<file path="src/rtl/pipeline_hazard_controller_if.sv">
// Handshake bundle between the hazard controller and the pipeline datapath.
// The datapath side is the master; the controller is the slave.
interface pipeline_hazard_controller_if #(
    parameter int STALL_CNT_W = 16
);
    logic [4:0]             IF_ID_Rs;
    logic [4:0]             IF_ID_Rt;
    logic                   Uses_Rt;
    logic                   ID_EX_MemRead;
    logic [4:0]             ID_EX_Rt;
    logic                   Branch_Taken;
    logic                   Jump;
    logic                   Md_Start;
    logic                   Stall_Clear;
    logic                   PC_Enable;
    logic                   IF_ID_Enable;
    logic                   Flush_Branch;
    logic                   Flush_Jump;
    logic                   ID_EX_Bubble;
    logic                   Busy;
    logic [STALL_CNT_W-1:0] Stall_Count;

    modport master (
        output IF_ID_Rs, IF_ID_Rt, Uses_Rt, ID_EX_MemRead, ID_EX_Rt,
               Branch_Taken, Jump, Md_Start, Stall_Clear,
        input  PC_Enable, IF_ID_Enable, Flush_Branch, Flush_Jump,
               ID_EX_Bubble, Busy, Stall_Count
    );

    modport slave (
        input  IF_ID_Rs, IF_ID_Rt, Uses_Rt, ID_EX_MemRead, ID_EX_Rt,
               Branch_Taken, Jump, Md_Start, Stall_Clear,
        output PC_Enable, IF_ID_Enable, Flush_Branch, Flush_Jump,
               ID_EX_Bubble, Busy, Stall_Count
    );
endinterface

</file>
<file path="src/rtl/pipeline_hazard_controller.sv">
// Stall/flush sequencer for the 5-stage pipeline: load-use stalls, branch and
// jump flushes, multi-cycle mul/div stalls and a saturating stall-cycle counter.
module pipeline_hazard_controller #(
    parameter int MD_LATENCY          = 4,
    parameter int BRANCH_FLUSH_CYCLES = 1,
    parameter int STALL_CNT_W         = 16
) (
    input logic                         clk,
    input logic                         rst,
    pipeline_hazard_controller_if.slave bus
);
    typedef enum logic [1:0] {
        RUN,
        FLUSH_HOLD,
        MD_BUSY
    } state_t;

    localparam logic [7:0] LP_BR_LOAD = 8'(BRANCH_FLUSH_CYCLES - 2);
    localparam logic [7:0] LP_MD_LOAD = 8'(MD_LATENCY - 1);

    state_t                 r_state;
    state_t                 w_next_state;
    logic [7:0]             r_cnt;
    logic [7:0]             w_next_cnt;
    logic [STALL_CNT_W-1:0] r_stall_cnt;

    logic w_load_use;
    logic w_pc_enable;
    logic w_if_id_enable;
    logic w_flush_branch;
    logic w_flush_jump;
    logic w_bubble;
    logic w_busy;

    assign w_load_use = bus.ID_EX_MemRead && (bus.ID_EX_Rt != '0) &&
                        ((bus.ID_EX_Rt == bus.IF_ID_Rs) ||
                         (bus.Uses_Rt && (bus.ID_EX_Rt == bus.IF_ID_Rt)));

    always_ff @(posedge clk or posedge rst) begin
        if (rst) begin
            r_state <= RUN;
            r_cnt   <= '0;
        end else begin
            r_state <= w_next_state;
            r_cnt   <= w_next_cnt;
        end
    end

    always_comb begin
        w_next_state   = r_state;
        w_next_cnt     = r_cnt;
        w_pc_enable    = 1'b1;
        w_if_id_enable = 1'b1;
        w_flush_branch = 1'b0;
        w_flush_jump   = 1'b0;
        w_bubble       = 1'b0;
        w_busy         = 1'b0;

        case (r_state)
            RUN: begin
                if (bus.Branch_Taken) begin
                    w_flush_branch = 1'b1;
                    w_bubble       = 1'b1;
                    if (BRANCH_FLUSH_CYCLES > 1) begin
                        w_next_state = FLUSH_HOLD;
                        w_next_cnt   = LP_BR_LOAD;
                    end
                end else if (bus.Jump) begin
                    w_flush_jump = 1'b1;
                end else if (w_load_use) begin
                    w_pc_enable    = 1'b0;
                    w_if_id_enable = 1'b0;
                    w_bubble       = 1'b1;
                end else if (bus.Md_Start) begin
                    w_next_state = MD_BUSY;
                    w_next_cnt   = LP_MD_LOAD;
                end
            end
            FLUSH_HOLD: begin
                w_flush_branch = 1'b1;
                w_bubble       = 1'b1;
                w_busy         = 1'b1;
                if (r_cnt == '0) w_next_state = RUN;
                else             w_next_cnt   = r_cnt - 8'd1;
            end
            MD_BUSY: begin
                w_pc_enable    = 1'b0;
                w_if_id_enable = 1'b0;
                w_bubble       = 1'b1;
                w_busy         = 1'b1;
                if (r_cnt == '0) w_next_state = RUN;
                else             w_next_cnt   = r_cnt - 8'd1;
            end
            default: begin
                w_next_state = RUN;
                w_next_cnt   = '0;
            end
        endcase

        // Reset overrides outputs combinationally so they change without waiting for an edge.
        if (rst) begin
            w_pc_enable    = 1'b0;
            w_if_id_enable = 1'b0;
            w_flush_branch = 1'b0;
            w_flush_jump   = 1'b0;
            w_bubble       = 1'b1;
            w_busy         = 1'b0;
        end
    end

    always_ff @(posedge clk or posedge rst) begin
        if (rst)
            r_stall_cnt <= '0;
        else if (bus.Stall_Clear)
            r_stall_cnt <= '0;
        else if (!w_pc_enable && (r_stall_cnt != '1))
            r_stall_cnt <= r_stall_cnt + 1'b1;
    end

    assign bus.PC_Enable    = w_pc_enable;
    assign bus.IF_ID_Enable = w_if_id_enable;
    assign bus.Flush_Branch = w_flush_branch;
    assign bus.Flush_Jump   = w_flush_jump;
    assign bus.ID_EX_Bubble = w_bubble;
    assign bus.Busy         = w_busy;
    assign bus.Stall_Count  = r_stall_cnt;
endmodule

</file>
<file path="src/flat_wrapper.sv">
// flat-port wrapper written by rule: the top's interface ports become plain ports
module pipeline_hazard_controller_flat 
#(
    parameter int MD_LATENCY          = 4,
    parameter int BRANCH_FLUSH_CYCLES = 1,
    parameter int STALL_CNT_W         = 16
)
  (clk, rst, bus_IF_ID_Rs, bus_IF_ID_Rt, bus_Uses_Rt, bus_ID_EX_MemRead, bus_ID_EX_Rt, bus_Branch_Taken, bus_Jump, bus_Md_Start, bus_Stall_Clear, bus_PC_Enable, bus_IF_ID_Enable, bus_Flush_Branch, bus_Flush_Jump, bus_ID_EX_Bubble, bus_Busy, bus_Stall_Count);
  pipeline_hazard_controller_if #(.STALL_CNT_W(STALL_CNT_W)) bus_i ();
  input logic clk;
  input logic rst;
  input wire logic [$bits(bus_i.IF_ID_Rs)-1:0] bus_IF_ID_Rs;
  input wire logic [$bits(bus_i.IF_ID_Rt)-1:0] bus_IF_ID_Rt;
  input wire logic [$bits(bus_i.Uses_Rt)-1:0] bus_Uses_Rt;
  input wire logic [$bits(bus_i.ID_EX_MemRead)-1:0] bus_ID_EX_MemRead;
  input wire logic [$bits(bus_i.ID_EX_Rt)-1:0] bus_ID_EX_Rt;
  input wire logic [$bits(bus_i.Branch_Taken)-1:0] bus_Branch_Taken;
  input wire logic [$bits(bus_i.Jump)-1:0] bus_Jump;
  input wire logic [$bits(bus_i.Md_Start)-1:0] bus_Md_Start;
  input wire logic [$bits(bus_i.Stall_Clear)-1:0] bus_Stall_Clear;
  output wire logic [$bits(bus_i.PC_Enable)-1:0] bus_PC_Enable;
  output wire logic [$bits(bus_i.IF_ID_Enable)-1:0] bus_IF_ID_Enable;
  output wire logic [$bits(bus_i.Flush_Branch)-1:0] bus_Flush_Branch;
  output wire logic [$bits(bus_i.Flush_Jump)-1:0] bus_Flush_Jump;
  output wire logic [$bits(bus_i.ID_EX_Bubble)-1:0] bus_ID_EX_Bubble;
  output wire logic [$bits(bus_i.Busy)-1:0] bus_Busy;
  output wire logic [$bits(bus_i.Stall_Count)-1:0] bus_Stall_Count;
  assign bus_i.IF_ID_Rs = bus_IF_ID_Rs;
  assign bus_i.IF_ID_Rt = bus_IF_ID_Rt;
  assign bus_i.Uses_Rt = bus_Uses_Rt;
  assign bus_i.ID_EX_MemRead = bus_ID_EX_MemRead;
  assign bus_i.ID_EX_Rt = bus_ID_EX_Rt;
  assign bus_i.Branch_Taken = bus_Branch_Taken;
  assign bus_i.Jump = bus_Jump;
  assign bus_i.Md_Start = bus_Md_Start;
  assign bus_i.Stall_Clear = bus_Stall_Clear;
  assign bus_PC_Enable = bus_i.PC_Enable;
  assign bus_IF_ID_Enable = bus_i.IF_ID_Enable;
  assign bus_Flush_Branch = bus_i.Flush_Branch;
  assign bus_Flush_Jump = bus_i.Flush_Jump;
  assign bus_ID_EX_Bubble = bus_i.ID_EX_Bubble;
  assign bus_Busy = bus_i.Busy;
  assign bus_Stall_Count = bus_i.Stall_Count;
  pipeline_hazard_controller #(.MD_LATENCY(MD_LATENCY), .BRANCH_FLUSH_CYCLES(BRANCH_FLUSH_CYCLES), .STALL_CNT_W(STALL_CNT_W)) u_core (.clk(clk), .rst(rst), .bus(bus_i));
endmodule
</file>
<file path="config.mk">
export PLATFORM = sky130hd
export DESIGN_NAME = pipeline_hazard_controller_flat
export DESIGN_NICKNAME = d
export VERILOG_FILES = /design/src/rtl/pipeline_hazard_controller_if.sv /design/src/rtl/pipeline_hazard_controller.sv /design/src/flat_wrapper.sv
export SDC_FILE = /design/constraint.sdc
export NUM_CORES = 1
export LEC_CHECK = 0
export ABC_AREA = 0
export CAP_MARGIN = 20
export CORE_UTILIZATION = 42
export CTS_CLUSTER_DIAMETER = 200
export DETAILED_ROUTE_END_ITERATION = 10
export GPL_TIMING_DRIVEN = 0
export PLACE_DENSITY = 0.75
export SLEW_MARGIN = 20
export SYNTH_ARGS = -nofsm -noshare
export SYNTH_HDL_FRONTEND = slang
export SYNTH_SLANG_ARGS = --single-unit
export TNS_END_PERCENT = 50
</file>
<file path="constraint.sdc">
create_clock -name clk -period 1.8 [get_ports clk]
set_clock_uncertainty 0.05 [all_clocks]
set_input_delay 0.27 -clock clk [delete_from_list [all_inputs] [get_ports clk]]
set_output_delay 0.27 -clock clk [all_outputs]
set_load 0.05 [all_outputs]
</file>
### Word level (Yosys, flattened, before mapping)

Index checks and enable logic that the tools add are counted.

| storage, ports and cells | value |
|---|---|
| register bits | 26 |
| input bits | 23 |
| output and inout bits | 22 |
| word-level logic and storage cells | 62 |

| cells by class | value |
|---|---|
| add/sub/neg operators | 2 |
| equal/unequal tests | 11 |
| muxes and demuxes | 33 |
| reduce and logical (&&, ||, !) cells | 13 |

Operators with widths:

| cell | number |
|---|---|
| $mux W8 | 5 |
| $mux W16 | 2 |
| $add A16 B1 Y16 const B | 1 |
| $mux W1 | 16 |
| $ne A16 B16 Y1 const B | 1 |
| $pmux W8 S2 | 1 |
| $eq A5 B5 Y1 | 2 |
| $mux W2 | 5 |
| $ne A2 B2 Y1 const B | 5 |
| $reduce_and A5 Y1 | 2 |
| $logic_not A8 Y1 | 1 |
| $sub A8 B1 Y8 const B | 1 |
| $pmux W1 S2 | 3 |
| $reduce_bool A5 Y1 | 1 |
| $logic_and A1 B1 Y1 | 4 |
| $pmux W2 S2 | 1 |
| $eq A2 B1 Y1 const B | 1 |
| $eq A2 B2 Y1 const B | 1 |
| $logic_not A2 Y1 | 1 |
| $ne A2 B1 Y1 const B | 1 |
| $reduce_bool A2 Y1 | 1 |
| $reduce_or A2 Y1 | 1 |
| $logic_not A1 Y1 | 1 |
| $logic_or A1 B1 Y1 | 1 |

### Longest topological paths before layout

Gate-level depths: netlist of run 1.

| logic depth | value |
|---|---|
| depth in word-level cells | 13 |
| mapped depth | 9 |
| mapped depth without buffers | 8 |

### Worst setup path after synthesis of run 1

OpenSTA, ideal clock, no wires.

| timing | value |
|---|---|
| path kind | input to output |
| from | input bus_ID_EX_Rt[0] |
| to | output bus_PC_Enable |
| data arrival time | 2.240 ns |
| required time | 1.480 ns |
| slack | -0.760 ns |
| cell stages on the path | 5 |
| buffers on the path | 1 |
| cell sequence | or4_1 -> o21ai_2 -> nor3_1 -> a21boi_1 -> buf_4 |

| between the ends | value |
|---|---|
| longest elaborated chain between the ends | 9 |
| elaborated cells between the ends (all ways) | 12 |
| classes of those cells | eq/ne: 2; mux: 5; reduce/logical: 5 |

RTL lines:

| what | RTL line | text |
|---|---|---|
| start: declaration | flat_wrapper.sv:16 | `input wire logic [$bits(bus_i.ID_EX_Rt)-1:0] bus_ID_EX_Rt;` |
| $eq A5 B5 Y1 | pipeline_hazard_controller.sv:37 | `(bus.Uses_Rt && (bus.ID_EX_Rt == bus.IF_ID_Rt)));` |
| $logic_and A1 B1 Y1 | pipeline_hazard_controller.sv:37 |  |
| $logic_or A1 B1 Y1 | pipeline_hazard_controller.sv:36 | `((bus.ID_EX_Rt == bus.IF_ID_Rs) \|\|` |
| $logic_and A1 B1 Y1 * | pipeline_hazard_controller.sv:35 | `assign w_load_use = bus.ID_EX_MemRead && (bus.ID_EX_Rt != '0) &&` |
| $mux W1 * (3 in a row) | - |  |
| $pmux W1 S2 * | - |  |
| $mux W1 * | - |  |
| end: declaration | flat_wrapper.sv:21 | `output wire logic [$bits(bus_i.PC_Enable)-1:0] bus_PC_Enable;` |

Every way passes the cells marked *; elsewhere a longest branch is shown, timed or not.

### Worst setup path in the final report of run 1

| timing | value |
|---|---|
| from | register u_core.r_stall_cnt[0] (netlist: u_core.bus.Stall_Count[0]) |
| to | register u_core.r_stall_cnt[1] (netlist: u_core.bus.Stall_Count[1]) |

| between the ends | value |
|---|---|
| longest elaborated chain between the ends | 3 |
| elaborated cells between the ends (all ways) | 6 |
| classes of those cells | add/sub: 1; eq/ne: 1; mux: 2; reduce/logical: 2 |

RTL lines:

| what | RTL line | text |
|---|---|---|
| start: declaration | pipeline_hazard_controller.sv:25 | `logic [STALL_CNT_W-1:0] r_stall_cnt;` |
| start signal: assignment | pipeline_hazard_controller.sv:117 | `r_stall_cnt <= r_stall_cnt + 1'b1;` |
| $add A16 B1 Y16 or $ne A16 B16 Y1 (tied branches) | pipeline_hazard_controller.sv:117, pipeline_hazard_controller.sv:116 |  |
| $mux W16 or $logic_and A1 B1 Y1 (tied branches) | pipeline_hazard_controller.sv:116 | `else if (!w_pc_enable && (r_stall_cnt != '1))` |
| $mux W16 or $reduce_bool A2 Y1 (tied branches) | - |  |

Several ways; a longest one is shown, not always the timed one. The select of a mux whose other input is x is not followed.
A chain may end at the register's enable or synchronous reset.

==> reports/results.ini, run 1 <==
[run_status]
status=finished, violations left
failed_checks=negative setup slack

[sta]
whs_ns=0.266
fin_ws_ns=-0.212
hold_violations=0
slew-limit-headroom_pct=65.9
period_share_pct=112
fin_tns_setup_ns=-3.00
rsz0062_at_grt=yes
slew_violations=0
worst_pin_slew_ns=0.511
setup_viol=26
min_period_ns=2.01
max_freq_ghz=0.497

[job]
maxCapViolCount=0

[clock_tree]
cts.sinks=25
cts_root_buf=clkbuf_4
htree_levels=1
numCtsBuffers=3
cts_tree=built
clk_latency_ns=0.32
path_clk_slew_ns=0.14
clockBufferDepth=2

[floorplan]
die_x_um=62.3
die_h_um=62.3
num_rows=21
core_area_um2=3420
ios=45
start_util_pct=44.7
dieArea_um2=3880

[routing]
drtPass1Iterations=4
wl_um=4330
remaining_drc_errors=0
vias=1615
via_per_inst=5.71
drt_iter0_drc=68
drtAntennaViolNets=0
routedWlPerCell_um=15.3

[grt]
overflow=0
grt_usage_pct=22.6
met3_usage_pct=2.02
use_met2_pct=40.5
gr-max-usage-layer=met2
grt_max_degree=26
grt_pass1_wl_um=7070
grt_pass1_vias=1578
use_met1_pct=28.4
antenna_found_initial=0

[critical_path]
crit_family=simple AND/OR/NAND/NOR gates
cp.arrival_ns=2.17
worstPathRequired_ns=1.96
max_stage_delay_ns=0.41
path_cells=ha_4 > nand4_1 > nor4_4 > nor2_2 > a21oi_4 > buf_6 > buf_8 > mux2i_1 > nor2_1
cp-start-kind=register
crit_buf_inv=2
cp_slowest_cell=dfrtp_2
crit_type=reg2reg
crit_path_end_kind=register
r2r_setup_slack_ns=-0.21
crit_fanout=7

[cells_and_area]
fin_util_pct=71.1
final_cell_mix=dlygate4sd2_1, buf_4, dfrtp_2
final_common_cell=dlygate4sd2_1
design_area_um2=2430
insertedDiodeCount=0
area_growth_pct=59.2
fin_nets=264
final_cells=283
drive_above_1_share_pct=41.4

[power]
power_frac_comb_pct=42.1
p_int_mw=1.13
finalPower_mw=1.81
powerDensity_nw_per_um2=745
p_leak_nw=0.994
p_sw_uw=680
vdd_drop_max_v=0.000402
seq_power_share_pct=43.4
pwr-share-clk_pct=14.4
switching_share_pct=37.6

[yosys]
syn_inst=167
synth_nets=193
ys_seq_elements=25
synth.distinct_cells=41
avgSynthCellArea_um2=9.13
synth-seq-area-share_pct=41.0
netlist_area_um2=1530
yosys_warnings=0

[place]
gp_congestion=0.795
dp_hpwl_um=2850
place_ws_ns=-1.25
post-place-cells=256
place_area_um2=2080
portBuffers=43

[worst_hold_path]
hold_path.class=in2reg

[sequential cells by signal (all words and copies together) (netlist names)]
signal,flops
u_core.r_cnt,8
u_core.r_state,1
u_core.bus.Stall_Count,16
[kinds of logic (layout without fill, tap and decap cells)]
family	count (synthesis)	count (layout)	synth area share (%)
and+or+nand+nor	70	70	26.1
AOI/OAI and AO/OA	40	40	16.3
DFF	25	25	41.0
xor gates and xnor gates	14	14	8.04
buffers and inverters	13	83	4.68
adders and majority gates	3	3	2.46
muxes	2	2	1.39
[per-layer routing]
layer | wire [µm] | vias to the layer above | part of all wire [%]
met5 | 0 | - | 0
met4 | 72 | 0 | 1.7
met3 | 217 | 8 | 5.0
met2 | 2250 | 68 | 52
met1 | 1800 | 797 | 41
li1 | - | 742 | -
[area by class of cell]
| cell class | instances | area [µm²] |
|---|---|---|
| Clock buffer | 4 | 26.3 |
| Inverter | 8 | 32.5 |
| Fill cell | 276 | 987 |
| Buffer | 5 | 41.3 |
| Tap cell | 46 | 57.6 |
| Multi-Input combinational cell | 129 | 1020 |
| Timing Repair Buffer | 66 | 603 |
| Sequential cell | 25 | 643 |
[cells in the mapped netlist]
cell type | n | area share [%]
clkbuf_1 | 1 | 0.25
xnor2_1 | 12 | 6.9
o21ai_2 | 1 | 0.57
or3b_1 | 1 | 0.57
nand2b_1 | 1 | 0.41
nor2b_1 | 1 | 0.41
nor4_1 | 2 | 0.82
or3_1 | 13 | 5.3
a21oi_2 | 1 | 0.57
a31oi_1 | 1 | 0.41
o31ai_1 | 2 | 0.98
mux2i_1 | 1 | 0.66
nand2_1 | 10 | 2.5
a21boi_1 | 1 | 0.49
buf_4 | 1 | 0.49
o21ai_0 | 3 | 0.98
nand3_1 | 9 | 3.0
nor4_2 | 2 | 1.6
buf_6 | 1 | 0.74
xor2_1 | 2 | 1.1
inv_1 | 8 | 2.0
buf_1 | 1 | 0.25
nor3_1 | 4 | 1.3
a21oi_4 | 1 | 1.1
o41ai_2 | 1 | 1.1
mux2_2 | 1 | 0.74
o22ai_2 | 1 | 0.82
or2_2 | 1 | 0.41
a21oi_1 | 16 | 5.3
dfrtp_1 | 25 | 41
nand4_1 | 5 | 2.1
a211oi_1 | 1 | 0.49
and2_1 | 2 | 0.82
nor3b_1 | 1 | 0.49
or4_1 | 5 | 2.5
o21ai_1 | 11 | 3.6
nor2_1 | 10 | 2.5
and3_1 | 2 | 0.82
buf_8 | 1 | 0.98
ha_1 | 3 | 2.5
or4b_2 | 1 | 0.66
[power by group through the flow]
| stage | combinational, mW | clock, mW | sequential (mW) |
|---|---|---|---|
| 2_1_floorplan | 0.336 | 0 | 0.799 |
| 3_3_place_gp | 0.515 | 0 | 0.778 |
| 3_5_place_dp | 0.533 | 0 | 0.788 |
| 4_1_cts | 0.681 | 0.257 | 0.775 |
| 5_1_grt | 0.822 | 0.288 | 0.805 |
| 6_report | 0.763 | 0.261 | 0.786 |
[final timing paths]
path | startpoint | cells past startpoint | end
worst max-delay path | u_core.bus.Stall_Count[0]$_DFFE_PP0P_ | 9 | u_core.bus.Stall_Count[1]$_DFFE_PP0P_
worst min register to register | u_core.r_cnt[6]$_DFFE_PP0P_ | 2 | u_core.r_cnt[6]$_DFFE_PP0P_
min in group asynchronous | rst | 2 | u_core.r_state[1]$_DFFE_PP0P_
worst min-delay path | bus_Stall_Clear | 2 | u_core.bus.Stall_Count[11]$_DFFE_PP0P_
max in group asynchronous | rst | 3 | u_core.bus.Stall_Count[7]$_DFFE_PP0P_
worst max register to register | u_core.bus.Stall_Count[0]$_DFFE_PP0P_ | 9 | u_core.bus.Stall_Count[1]$_DFFE_PP0P_
[what timing repair did]
action | CTS | global route
resized for setup | 115 | 18
hold buffers | 0 | 0
gates cloned | 1 | 0
endpoints found under the setup margin | 47 | 30
setup buffers | 16 | 6
pin swaps | 29 | 16
Power figures use the tool's default switching activity.
==> run 2: changes to the inputs <==
--- a/config.mk
+++ b/config.mk
@@ -5,8 +5,8 @@
 export SDC_FILE = /design/constraint.sdc
 export NUM_CORES = 1
 export LEC_CHECK = 0
-export ABC_AREA = 0
 export CAP_MARGIN = 20
+export CORE_ASPECT_RATIO = 1.5
 export CORE_UTILIZATION = 42
 export CTS_CLUSTER_DIAMETER = 200
 export DETAILED_ROUTE_END_ITERATION = 10
==> run 2 against run 1 <==
Net effect:
- the flow still finishes with violations (negative setup slack)
- sequential share of layout area up 0.055 points
- combinational power down 5.9%
- cell area down 0.21%
- clock-buffer cell count down 1
- sequential power about the same
- worst hold slack better by 0.070 ns
- total power up 2.7%
- critical endpoint unchanged
- largest cell class unchanged
- largest power group unchanged
==> reports/results.ini, run 2 (same netlist as run 1, synthesis figures left out) <==
[run_status]
status=finished, violations left
failed_checks=negative setup slack

[cells_and_area]
area_growth_pct=58.9
final_cell_mix=dlygate4sd2_1, buf_4, dfrtp_2
fin_nets=262  ; -0.76%
fillers=283  ; +2.5%
final_common_cell=dlygate4sd2_1
final_cells=277  ; -2.1%
drive_above_1_share_pct=39.6  ; -1.8 points
largest_reg_flops=16  ; unchanged
design_area_um2=2420  ; -0.21%
insertedDiodeCount=0  ; unchanged

[floorplan]
num_rows=26  ; +24%
dieArea_um2=3880  ; +0.14%
core_area_um2=3450  ; +0.95%
ios=45  ; unchanged
die_h_um=75.8  ; +22%
die_x_um=51.2  ; -18%
start_util_pct=44.2  ; -0.42 points

[sta]
fin_ws_ns=-0.214  ; -0.00169 ns
fin_tns_setup_ns=-3.31  ; -0.314 ns
slew_violations=0  ; unchanged
hold_violations=0  ; unchanged
max_freq_ghz=0.497  ; about the same
setup_viol=25  ; -3.8%
slew-limit-headroom_pct=40.3  ; -26 points
period_share_pct=112  ; about the same
min_period_ns=2.01  ; +0.00169 ns
rsz0062_at_grt=yes
worst_pin_slew_ns=0.891  ; +0.379 ns

[routing]
routedWlPerCell_um=16.3  ; +6.7%
remaining_drc_errors=0  ; unchanged
drt_iter0_drc=26  ; -62%
via_per_inst=5.73  ; +0.46%
drtAntennaViolNets=0  ; unchanged
vias=1588  ; -1.7%
drtPass1Iterations=4  ; unchanged
wl_um=4530  ; +4.4%

[grt]
antenna_found_initial=0  ; unchanged
grt_usage_pct=23.7  ; +1.1 points
grt_pass1_wl_um=6880  ; -2.7%
grt_max_degree=26  ; unchanged
overflow=0  ; unchanged
grt_pass1_vias=1576  ; -0.13%

[critical_path]
crit_type=reg2reg
crit_fanout=8  ; +1
cp-start-kind=register
crit_path_end_kind=register
cp.arrival_ns=2.12  ; -0.05 ns
r2r_setup_slack_ns=-0.21  ; about the same
r2r-start=u_core.bus.Stall_Count[8]$_DFFE_PP0P_
worstRegToRegCells=8  ; -1
timing.rr.end=u_core.bus.Stall_Count[1]$_DFFE_PP0P_
worstPathRequired_ns=1.90  ; -0.06 ns

[power]
switching_share_pct=36.9  ; -0.68 points
powerDensity_nw_per_um2=767  ; +3.0%
power_frac_comb_pct=38.6  ; -3.5 points
vdd_drop_max_v=0.000611  ; +52%
pwr-share-clk_pct=19.0  ; +4.6 points
p_sw_uw=686  ; +0.89%
p_int_mw=1.17  ; +3.9%
finalPower_mw=1.86  ; +2.7%
p_leak_nw=1.02  ; +2.9%
seq_power_share_pct=42.4  ; -1.0 points

[worst_hold_path]
hold_depth=2  ; unchanged
min_to=u_core.bus.Stall_Count[13]$_DFFE_PP0P_
hold_path.class=in2reg
hold_path_startpoint=bus_Stall_Clear

[clock_tree]
numCtsBuffers=3  ; unchanged
path_clk_slew_ns=0.10  ; -0.04 ns
clockBufferDepth=2  ; unchanged
clk_latency_ns=0.27  ; -0.05 ns
cts_tree=built
htree_levels=1  ; unchanged
cts_root_buf=clkbuf_8
cts.sinks=25  ; unchanged

[place]
portBuffers=43  ; unchanged
place_ws_ns=-1.25  ; -0.00564 ns
place_area_um2=2080  ; -0.24%
post-place-cells=252  ; -1.6%
gp_congestion=0.880  ; +11%
dp_hpwl_um=2940  ; +3.1%

[job]
maxCapViolCount=0  ; unchanged

run 2: cell types whose count changed in the layout (fill, tap and decap cells not counted), moves of 3 or more:
cell             delta
o21ai_2             -6
clkbuf_8            +3
clkbuf_4            -4
clkdlybuf4s15_1     +3
o21ai_1             +6
clkdlybuf4s50_1     -3
run 2: power by group through the flow:
stage / logic [mW] / registers (mW) / clock network (mW)
floorplan: 0.336 / 0.799 / 0
global placement: 0.510 / 0.773 / 0
detailed placement: 0.537 / 0.787 / 0
CTS: 0.672 / 0.773 / 0.357
global route: 0.771 / 0.796 / 0.379
finish: 0.718 / 0.788 / 0.353
run 2: per-stage QoR:
| step | hold WS (ns) | utilization, % |
|---|---|---|
| after floorplan | 0.246 | - |
| after global placement | 0.476 | 60.2 |
| after detailed placement | 0.496 | 60.2 |
| after CTS | 0.336 | 66.9 |
| after global routing | 0.366 | 70.3 |
| final | 0.335 | 70.3 |
run 2: worst max-delay path by stage:
stage                                          startpoint                                     to  slack [ns]  cells past startpoint
detailed placement                        bus_ID_EX_Rt[4]                          bus_PC_Enable       -1.25                      7
global placement                          bus_ID_EX_Rt[4]                          bus_PC_Enable       -1.21                      7
finish              u_core.bus.Stall_Count[8]$_DFFE_PP0P_  u_core.bus.Stall_Count[1]$_DFFE_PP0P_       -0.21                      8
CTS                 u_core.bus.Stall_Count[0]$_DFFE_PP0P_  u_core.bus.Stall_Count[1]$_DFFE_PP0P_       -0.21                      9
floorplan           u_core.bus.Stall_Count[6]$_DFFE_PP0P_  u_core.bus.Stall_Count[1]$_DFFE_PP0P_       -0.27                      8
global route        u_core.bus.Stall_Count[8]$_DFFE_PP0P_  u_core.bus.Stall_Count[8]$_DFFE_PP0P_       -0.27                      8
run 2: worst max-delay path, cell delays in order (launching register included):
cell and delay, ns:
dfrtp_2 0.41, nand4_1 0.21, nor4_4 0.44, nor2_2 0.10
a21oi_4 0.18, buf_6 0.17, buf_8 0.12, mux2i_1 0.17
nor2_1 0.05
run 2: layout make-up:
class	count	area, µm²	share of cell area [%]
Tap cell	42	52.6	2.17
Timing Repair Buffer	64	587	24.2
Clock inverter	1	8.76	0.361
Clock buffer	3	41.3	1.70
Sequential cell	25	643	26.5
Buffer	5	45.0	1.86
Multi-Input combinational cell	129	1020	41.9
Inverter	8	30.0	1.24
run 2: repair_timing:
item	4_1_cts	5_1_grt
hold buffers	0	0
setup buffers	16	4
pin swaps	32	8
gates resized for setup	107	20
endpoints found under the hold margin	0	0
setup endpoints to repair	46	30
cloned	0	1
run 2: metal layers:
layer / track usage, % / vias up / wire, µm / part of all wire (%)
met5: 0 / - / 0 / 0
met4: 8.64 / 0 / 98 / 2.2
met3: 2.20 / 10 / 144 / 3.2
met2: 48.2 / 49 / 2610 / 58
met1: 24.4 / 786 / 1670 / 37
li1: - / 743 / - / -
